### config.mk
export PLATFORM = sky130hd
export DESIGN_NAME = modexp_core
export DESIGN_NICKNAME = d
export VERILOG_FILES = /design/src/rtl/rsa_pkg.sv /design/src/rtl/modmul_serial.sv /design/src/rtl/modexp_core.sv
export SDC_FILE = /design/constraint.sdc
export NUM_CORES = 2
export LEC_CHECK = 0
export ABC_AREA = 1
export CORE_MARGIN = 10
export CORE_UTILIZATION = 33
export CTS_BUF_LIST = sky130_fd_sc_hd__clkbuf_4 sky130_fd_sc_hd__clkbuf_8
export DETAILED_ROUTE_END_ITERATION = 8
export HOLD_SLACK_MARGIN = 0.05
export MAX_ROUTING_LAYER = met4
export SLEW_MARGIN = 20
export SYNTH_ARGS = -nofsm -noshare
export SYNTH_HDL_FRONTEND = slang
export SYNTH_SLANG_ARGS = --single-unit
### constraint.sdc
create_clock -name clk -period 7.5 [get_ports clk]
set_input_delay 0.75 -clock clk [delete_from_list [all_inputs] [get_ports clk]]
set_output_delay 0.75 -clock clk [all_outputs]
set_load 0.05 [all_outputs]
### src/rtl/rsa_pkg.sv
// Shared types and helpers for the modular exponentiation core.
//   state_e        : exponentiation FSM state encoding
//   modexp_latency : accept-to-done cycle count for a legal operand set
package rsa_pkg;

  typedef enum logic [2:0] {
    ST_IDLE = 3'd0,
    ST_LOAD = 3'd1,
    ST_SQR  = 3'd2,
    ST_MUL  = 3'd3,
    ST_FIN  = 3'd4
  } state_e;

  // ones = popcount(exponent); only used when const_time is 0.
  function automatic int unsigned modexp_latency(input int unsigned width,
                                                 input bit          const_time,
                                                 input int unsigned ones);
    if (const_time) return 2 * width * width + 2;
    return width * (width + ones) + 2;
  endfunction

endpackage

### src/rtl/modmul_serial.sv
// Serial interleaved (Blakley) modular multiplier: prod = a*b mod n.
// One bit of a per cycle, MSB first, exactly WIDTH cycles per multiply.
// The first step is taken in the start_i cycle using the live inputs, so the
// final product is available combinationally (prod_c_o, done_c_o) in the
// WIDTH-th cycle and a sequencer can chain multiplies with no idle cycles.
// Requires a < n and b < n.
//   clk, rst       : clock, synchronous active-high reset
//   start_i        : begin a multiply (only while busy_o is low)
//   a_i, b_i, n_i  : operands and modulus, sampled with start_i
//   busy_o         : multiply in progress after the start cycle
//   done_c_o       : combinational, high in the final step cycle
//   prod_c_o       : combinational product, valid with done_c_o
//   acc_o          : live accumulator, low WIDTH bits
module modmul_serial #(
  parameter int unsigned WIDTH = 64
) (
  input  logic             clk,
  input  logic             rst,
  input  logic             start_i,
  input  logic [WIDTH-1:0] a_i,
  input  logic [WIDTH-1:0] b_i,
  input  logic [WIDTH-1:0] n_i,
  output logic             busy_o,
  output logic             done_c_o,
  output logic [WIDTH-1:0] prod_c_o,
  output logic [WIDTH-1:0] acc_o
);

  localparam int unsigned AW = WIDTH + 2;
  localparam int unsigned IW = $clog2(WIDTH);

  logic [AW-1:0]    acc_q;
  logic [WIDTH-1:0] a_q, b_q, n_q;
  logic [IW-1:0]    idx_q;
  logic             run_q;

  logic [WIDTH-1:0] cur_a, cur_b, cur_n;
  logic [AW-1:0]    cur_acc, step_c;
  logic [IW-1:0]    cur_idx;
  logic             active_c;

  // One Blakley step; 2*acc + b < 3n fits in WIDTH+2 bits.
  always_comb begin
    cur_a    = start_i ? a_i : a_q;
    cur_b    = start_i ? b_i : b_q;
    cur_n    = start_i ? n_i : n_q;
    cur_acc  = start_i ? '0 : acc_q;
    cur_idx  = start_i ? IW'(WIDTH - 1) : idx_q;
    active_c = start_i || run_q;
    step_c   = {cur_acc[AW-2:0], 1'b0} + (cur_a[cur_idx] ? AW'(cur_b) : '0);
    if (step_c >= AW'(cur_n)) step_c = step_c - AW'(cur_n);
    if (step_c >= AW'(cur_n)) step_c = step_c - AW'(cur_n);
    done_c_o = active_c && (cur_idx == '0);
    prod_c_o = step_c[WIDTH-1:0];
  end

  always_ff @(posedge clk) begin
    if (rst) begin
      acc_q <= '0;
      a_q   <= '0;
      b_q   <= '0;
      n_q   <= '0;
      idx_q <= '0;
      run_q <= 1'b0;
    end else if (active_c) begin
      acc_q <= step_c;
      idx_q <= cur_idx - IW'(1);
      run_q <= (cur_idx != '0);
      if (start_i) begin
        a_q <= a_i;
        b_q <= b_i;
        n_q <= n_i;
      end
    end
  end

  assign busy_o = run_q;
  assign acc_o  = acc_q[WIDTH-1:0];

endmodule

### src/rtl/modexp_core.sv
// Left-to-right binary modular exponentiation: result = base^exponent mod modulus.
// Sequences modmul_serial through one square and (optionally) one multiply per
// exponent bit, MSB first.
//   clk, rst                 : clock, synchronous active-high reset
//   start                    : request, accepted only in IDLE
//   base, exponent, modulus  : operands, latched on the accept edge
//   busy                     : accept edge until done
//   done                     : one-cycle completion pulse
//   err                      : modulus==0 or base>=modulus, valid with done
//   result                   : held until the next completion
//   dbg                      : live multiplier accumulator
module modexp_core
  import rsa_pkg::*;
#(
  parameter int unsigned WIDTH      = 64,
  parameter bit          CONST_TIME = 1'b1
) (
  input  logic             clk,
  input  logic             rst,
  input  logic             start,
  input  logic [WIDTH-1:0] base,
  input  logic [WIDTH-1:0] exponent,
  input  logic [WIDTH-1:0] modulus,
  output logic             busy,
  output logic             done,
  output logic             err,
  output logic [WIDTH-1:0] result,
  output logic [WIDTH-1:0] dbg
);

  localparam int unsigned IW = $clog2(WIDTH);

  state_e           state_q, state_d;
  logic [WIDTH-1:0] base_q, base_d, exp_q, exp_d, mod_q, mod_d;
  logic [WIDTH-1:0] r_q, r_d, result_q, result_d;
  logic [IW-1:0]    idx_q, idx_d;
  logic             bad_q, bad_d, busy_q, busy_d, done_q, done_d, err_q, err_d;

  logic             bad_c, bit_c, last_bit_c, mul_start_c, mul_done_c, mul_busy;
  logic [WIDTH-1:0] mul_b_c, mul_prod_c, mul_acc;

  assign bad_c       = (mod_q == '0) || (base_q >= mod_q);
  assign bit_c       = exp_q[idx_q];
  assign last_bit_c  = (idx_q == '0);
  // A new multiply is launched in the first cycle of every SQR/MUL visit.
  assign mul_start_c = ((state_q == ST_SQR) || (state_q == ST_MUL)) && !mul_busy;
  assign mul_b_c     = (state_q == ST_MUL) ? base_q : r_q;

  modmul_serial #(.WIDTH(WIDTH)) u_mul (
    .clk      (clk),
    .rst      (rst),
    .start_i  (mul_start_c),
    .a_i      (r_q),
    .b_i      (mul_b_c),
    .n_i      (mod_q),
    .busy_o   (mul_busy),
    .done_c_o (mul_done_c),
    .prod_c_o (mul_prod_c),
    .acc_o    (mul_acc)
  );

  // State register.
  always_ff @(posedge clk) begin
    if (rst) state_q <= ST_IDLE;
    else     state_q <= state_d;
  end

  // Next-state logic.
  always_comb begin
    state_d = state_q;
    unique case (state_q)
      ST_IDLE: if (start) state_d = ST_LOAD;
      ST_LOAD: state_d = bad_c ? ST_FIN : ST_SQR;
      ST_SQR: begin
        if (mul_done_c) begin
          if (CONST_TIME || bit_c) state_d = ST_MUL;
          else if (last_bit_c)     state_d = ST_FIN;
          else                     state_d = ST_SQR;
        end
      end
      ST_MUL:  if (mul_done_c) state_d = last_bit_c ? ST_FIN : ST_SQR;
      ST_FIN:  state_d = ST_IDLE;
      default: state_d = ST_IDLE;
    endcase
  end

  // Datapath and output next values.
  always_comb begin
    base_d   = base_q;
    exp_d    = exp_q;
    mod_d    = mod_q;
    r_d      = r_q;
    idx_d    = idx_q;
    bad_d    = bad_q;
    busy_d   = busy_q;
    done_d   = 1'b0;
    err_d    = err_q;
    result_d = result_q;
    unique case (state_q)
      ST_IDLE: begin
        if (start) begin
          base_d = base;
          exp_d  = exponent;
          mod_d  = modulus;
          busy_d = 1'b1;
          err_d  = 1'b0;
        end
      end
      ST_LOAD: begin
        bad_d = bad_c;
        idx_d = IW'(WIDTH - 1);
        r_d   = (bad_c || (mod_q == WIDTH'(1))) ? '0 : WIDTH'(1);
      end
      ST_SQR: begin
        if (mul_done_c) begin
          r_d = mul_prod_c;
          // Skipped multiply: advance the bit here instead of in MUL.
          if (!(CONST_TIME || bit_c) && !last_bit_c) idx_d = idx_q - IW'(1);
        end
      end
      ST_MUL: begin
        if (mul_done_c) begin
          if (bit_c) r_d = mul_prod_c;
          if (!last_bit_c) idx_d = idx_q - IW'(1);
        end
      end
      ST_FIN: begin
        done_d   = 1'b1;
        busy_d   = 1'b0;
        result_d = r_q;
        err_d    = bad_q;
      end
      default: ;
    endcase
  end

  always_ff @(posedge clk) begin
    if (rst) begin
      base_q   <= '0;
      exp_q    <= '0;
      mod_q    <= '0;
      r_q      <= '0;
      idx_q    <= '0;
      bad_q    <= 1'b0;
      busy_q   <= 1'b0;
      done_q   <= 1'b0;
      err_q    <= 1'b0;
      result_q <= '0;
    end else begin
      base_q   <= base_d;
      exp_q    <= exp_d;
      mod_q    <= mod_d;
      r_q      <= r_d;
      idx_q    <= idx_d;
      bad_q    <= bad_d;
      busy_q   <= busy_d;
      done_q   <= done_d;
      err_q    <= err_d;
      result_q <= result_d;
    end
  end

  assign busy   = busy_q;
  assign done   = done_q;
  assign err    = err_q;
  assign result = result_q;
  assign dbg    = mul_acc;

endmodule

==> flow_summary.json <==
{
  "status": "complete, but fails checks",
  "violations": "negative setup slack",
  "cts_sinks": 597,
  "cp-endpoint": "u_mul.acc_q[1]",
  "syn_avg_cell_area_um2": 6.28,
  "io_pins": 326,
  "fin_util": 0.540,
  "detailed_place_hpwl_um": 178000,
  "rows": 129,
  "stdcell_count": 10036,
  "insertion_delay_ps": 750,
  "r2r_cells": 66,
  "num-nets-final": 8779,
  "skew_ps": 54.3,
  "cp-start-kind": "register",
  "first_global_vias": 47694,
  "dpl.cell_count": 9682,
  "fmax_ghz": 0.116,
  "drt_iter0_drc": 5167,
  "first_pass_iters": 6,
  "drv_cap": 0,
  "syn_nets": 7000,
  "die_area_mm2": 0.139,
  "htree_levels": 3,
  "grt_max_degree": 172,
  "synth_edf_count": 0,
  "vias_per_cell": 5.20,
  "grt_pass1_wl_um": 311000,
  "postPlaceCellArea_mm2": 0.0567,
  "fillers": 12073,
  "setup_viol": 129,
  "startpoint": "state_q[2]",
  "path_class": "register to register",
  "vias": 52173,
  "required_ps": 8140,
  "path_max_fanout": 11,
  "final_cell_mix": "buf_4 (1549), nand2_1 (1341), inv_1 (711)",
  "whs_ps": 453,
  "ys_seq_area_frac": 0.291,
  "max_stage_delay_ps": 420,
  "ys_ff_latch": 597,
  "cp_common_cell": "nand2_1",
  "finalWirelength_um": 228000,
  "gp_congestion": 1.04,
  "drc_errors": 0,
  "final_common_cell": "buf_4",
  "r2r_start": "state_q[2]",
  "final_layout_size_suffix_gt1_frac": 0.360,
  "fin_area_mm2": 0.0669,
  "synth_ff_type": "dfxtp_1",
  "wl_per_cell_um": 22.7,
  "root_buffer": "clkbuf_8",
  "hold_path_class": "register to register",
  "fp.dieW_um": 373,
  "reg2reg_slack_ps": -1120,
  "die_h_um": 373,
  "grt_overflow": 0,
  "hold_viol": 0,
  "cts_buffer_depth": 3,
  "grt.total_usage": 0.302,
  "critical_path_arrival_ps": 9260,
  "r2r-end": "u_mul.acc_q[1]",
  "maxSlewViolCount": 0,
  "syn_area_mm2": 0.0411,
  "ant_nets": 0,
  "areaGrowthSynthToFinish_pct": 62.7,
  "antenna_found_initial": 8,
  "critPathCaptureType": "register",
  "cts_buffers": 96,
  "ys_warn_count": 0,
  "cts_tree": "done",
  "tightest_slew_ps": 1060,
  "setup_slack_ps": -1120,
  "finalCriticalPeriod_ps": 8620,
  "period_share": 1.15,
  "crit_slowest_cell": "ha_1",
  "clk_pin_slew_ps": 60,
  "rsz0062_at_grt": "true",
  "synthArstFlopShare": 0,
  "portBuffers": 325,
  "slew_headroom": 0.292,
  "netlist_instances": 6543,
  "core_area_mm2": 0.124,
  "ys_types": 52,
  "start_util": 0.332
}
## metal layers
layer  vias to the layer above  GRT usage  share of wire
met4                         0     0.0959          0.041
met2                      2206      0.455           0.44
met5                         -          -              0
met3                       375     0.0462          0.084
li1                      24754          -              -
met1                     24838      0.411           0.44
## Yosys cell counts, drive strengths merged, types with 3 or more instances
master / number / area share
xor2: 95 / 0.020
o221ai: 3 / 0.00064
o21bai: 99 / 0.018
nand4: 45 / 0.0072
nand2: 1677 / 0.15
nand3: 342 / 0.042
and3: 11 / 0.0017
nor2: 629 / 0.058
clkbuf: 225 / 0.021
nor4: 22 / 0.0033
nand3b: 15 / 0.0027
o21ai: 602 / 0.073
or2: 22 / 0.0033
dfxtp: 597 / 0.29
o211ai: 18 / 0.0033
xnor2: 59 / 0.013
a21boi: 9 / 0.0016
a31oi: 25 / 0.0038
fa: 3 / 0.0015
o21a: 19 / 0.0035
a211oi: 7 / 0.0013
a21oi: 769 / 0.094
o22ai: 4 / 0.00061
and2: 3 / 0.00046
nor3: 40 / 0.0049
ha: 259 / 0.079
a21o: 21 / 0.0038
o2111ai: 3 / 0.00064
buf: 112 / 0.018
inv: 796 / 0.073
## logic make-up after synthesis
family / count (synthesis) / share of synthesized area
AND/OR/NAND/NOR: 2808 / 0.279
AO/OA/AOI/OAI: 1588 / 0.206
buffers and inverters: 1134 / 0.111
flip-flops: 597 / 0.291
adder cells (fa/ha/maj): 262 / 0.0803
XOR/XNOR: 154 / 0.0328
## critical path: cells and delay by family (launching register included)
kind,cells,cell delay (ps)
DFF,1,330
and+or+nand+nor,39,3870
AOI/OAI and AO/OA,5,730
adders and majority gates,3,1020
buffers and inverters,19,2510
## stage by stage
stage                     worst slack, ps  TNS, ps
after floorplan                      1.21        0
after global placement              -2000  -235900
after detailed placement            -1970  -236480
after CTS                           -1490  -175860
after global routing                -1460  -173530
final                               -1120  -126990
## sequential cells by signal, indices dropped and copies added, names as in the netlist
register,count
base_q,64
exp_q,64
idx_q,6
done,1
state_q,3
u_mul.busy_o,1
result,64
u_mul.b_q,64
r_q,64
u_mul.a_q,64
err,1
mod_q,64
bad_q,1
busy,1
u_mul.idx_q,6
u_mul.n_q,64
u_mul.acc_q,65
## how the worst min path moves through the flow
stage,from,endpoint,slack [ps],depth (start not counted)
after floorplan,exp_q[11],exp_q[11],430,2
after global placement,exp_q[59],exp_q[59],440,2
final,exp_q[1],exp_q[1],450,2
after CTS,exp_q[53],exp_q[53],460,2
after detailed placement,exp_q[45],exp_q[45],450,2
after global routing,exp_q[9],exp_q[9],480,2
## area by class of cell
cell class	instances	area [um^2]	area share
multi-input combinational	4812	30600	0.457
clock buffer	144	1840	0.0276
tap	1637	2050	0.0306
sequential	597	12000	0.179
clock inverter	28	194	0.00290
inverter	797	3010	0.0450
timing repair buffer	2018	17300	0.258
antenna	3	7.51	0.000112
## what timing repair did
item | in CTS | in global routing
endpoints found under the hold margin | 0 | 0
endpoints found under the setup margin | 129 | 129
hold buffers | 0 | 0
resized for setup | 87 | 1500
gates cloned | 1 | 35
pin swaps | 3 | 311
setup buffers | 2 | 149
Power is not shown: default switching activity piles up to over one toggle a cycle in this logic, so the estimate is an artifact.
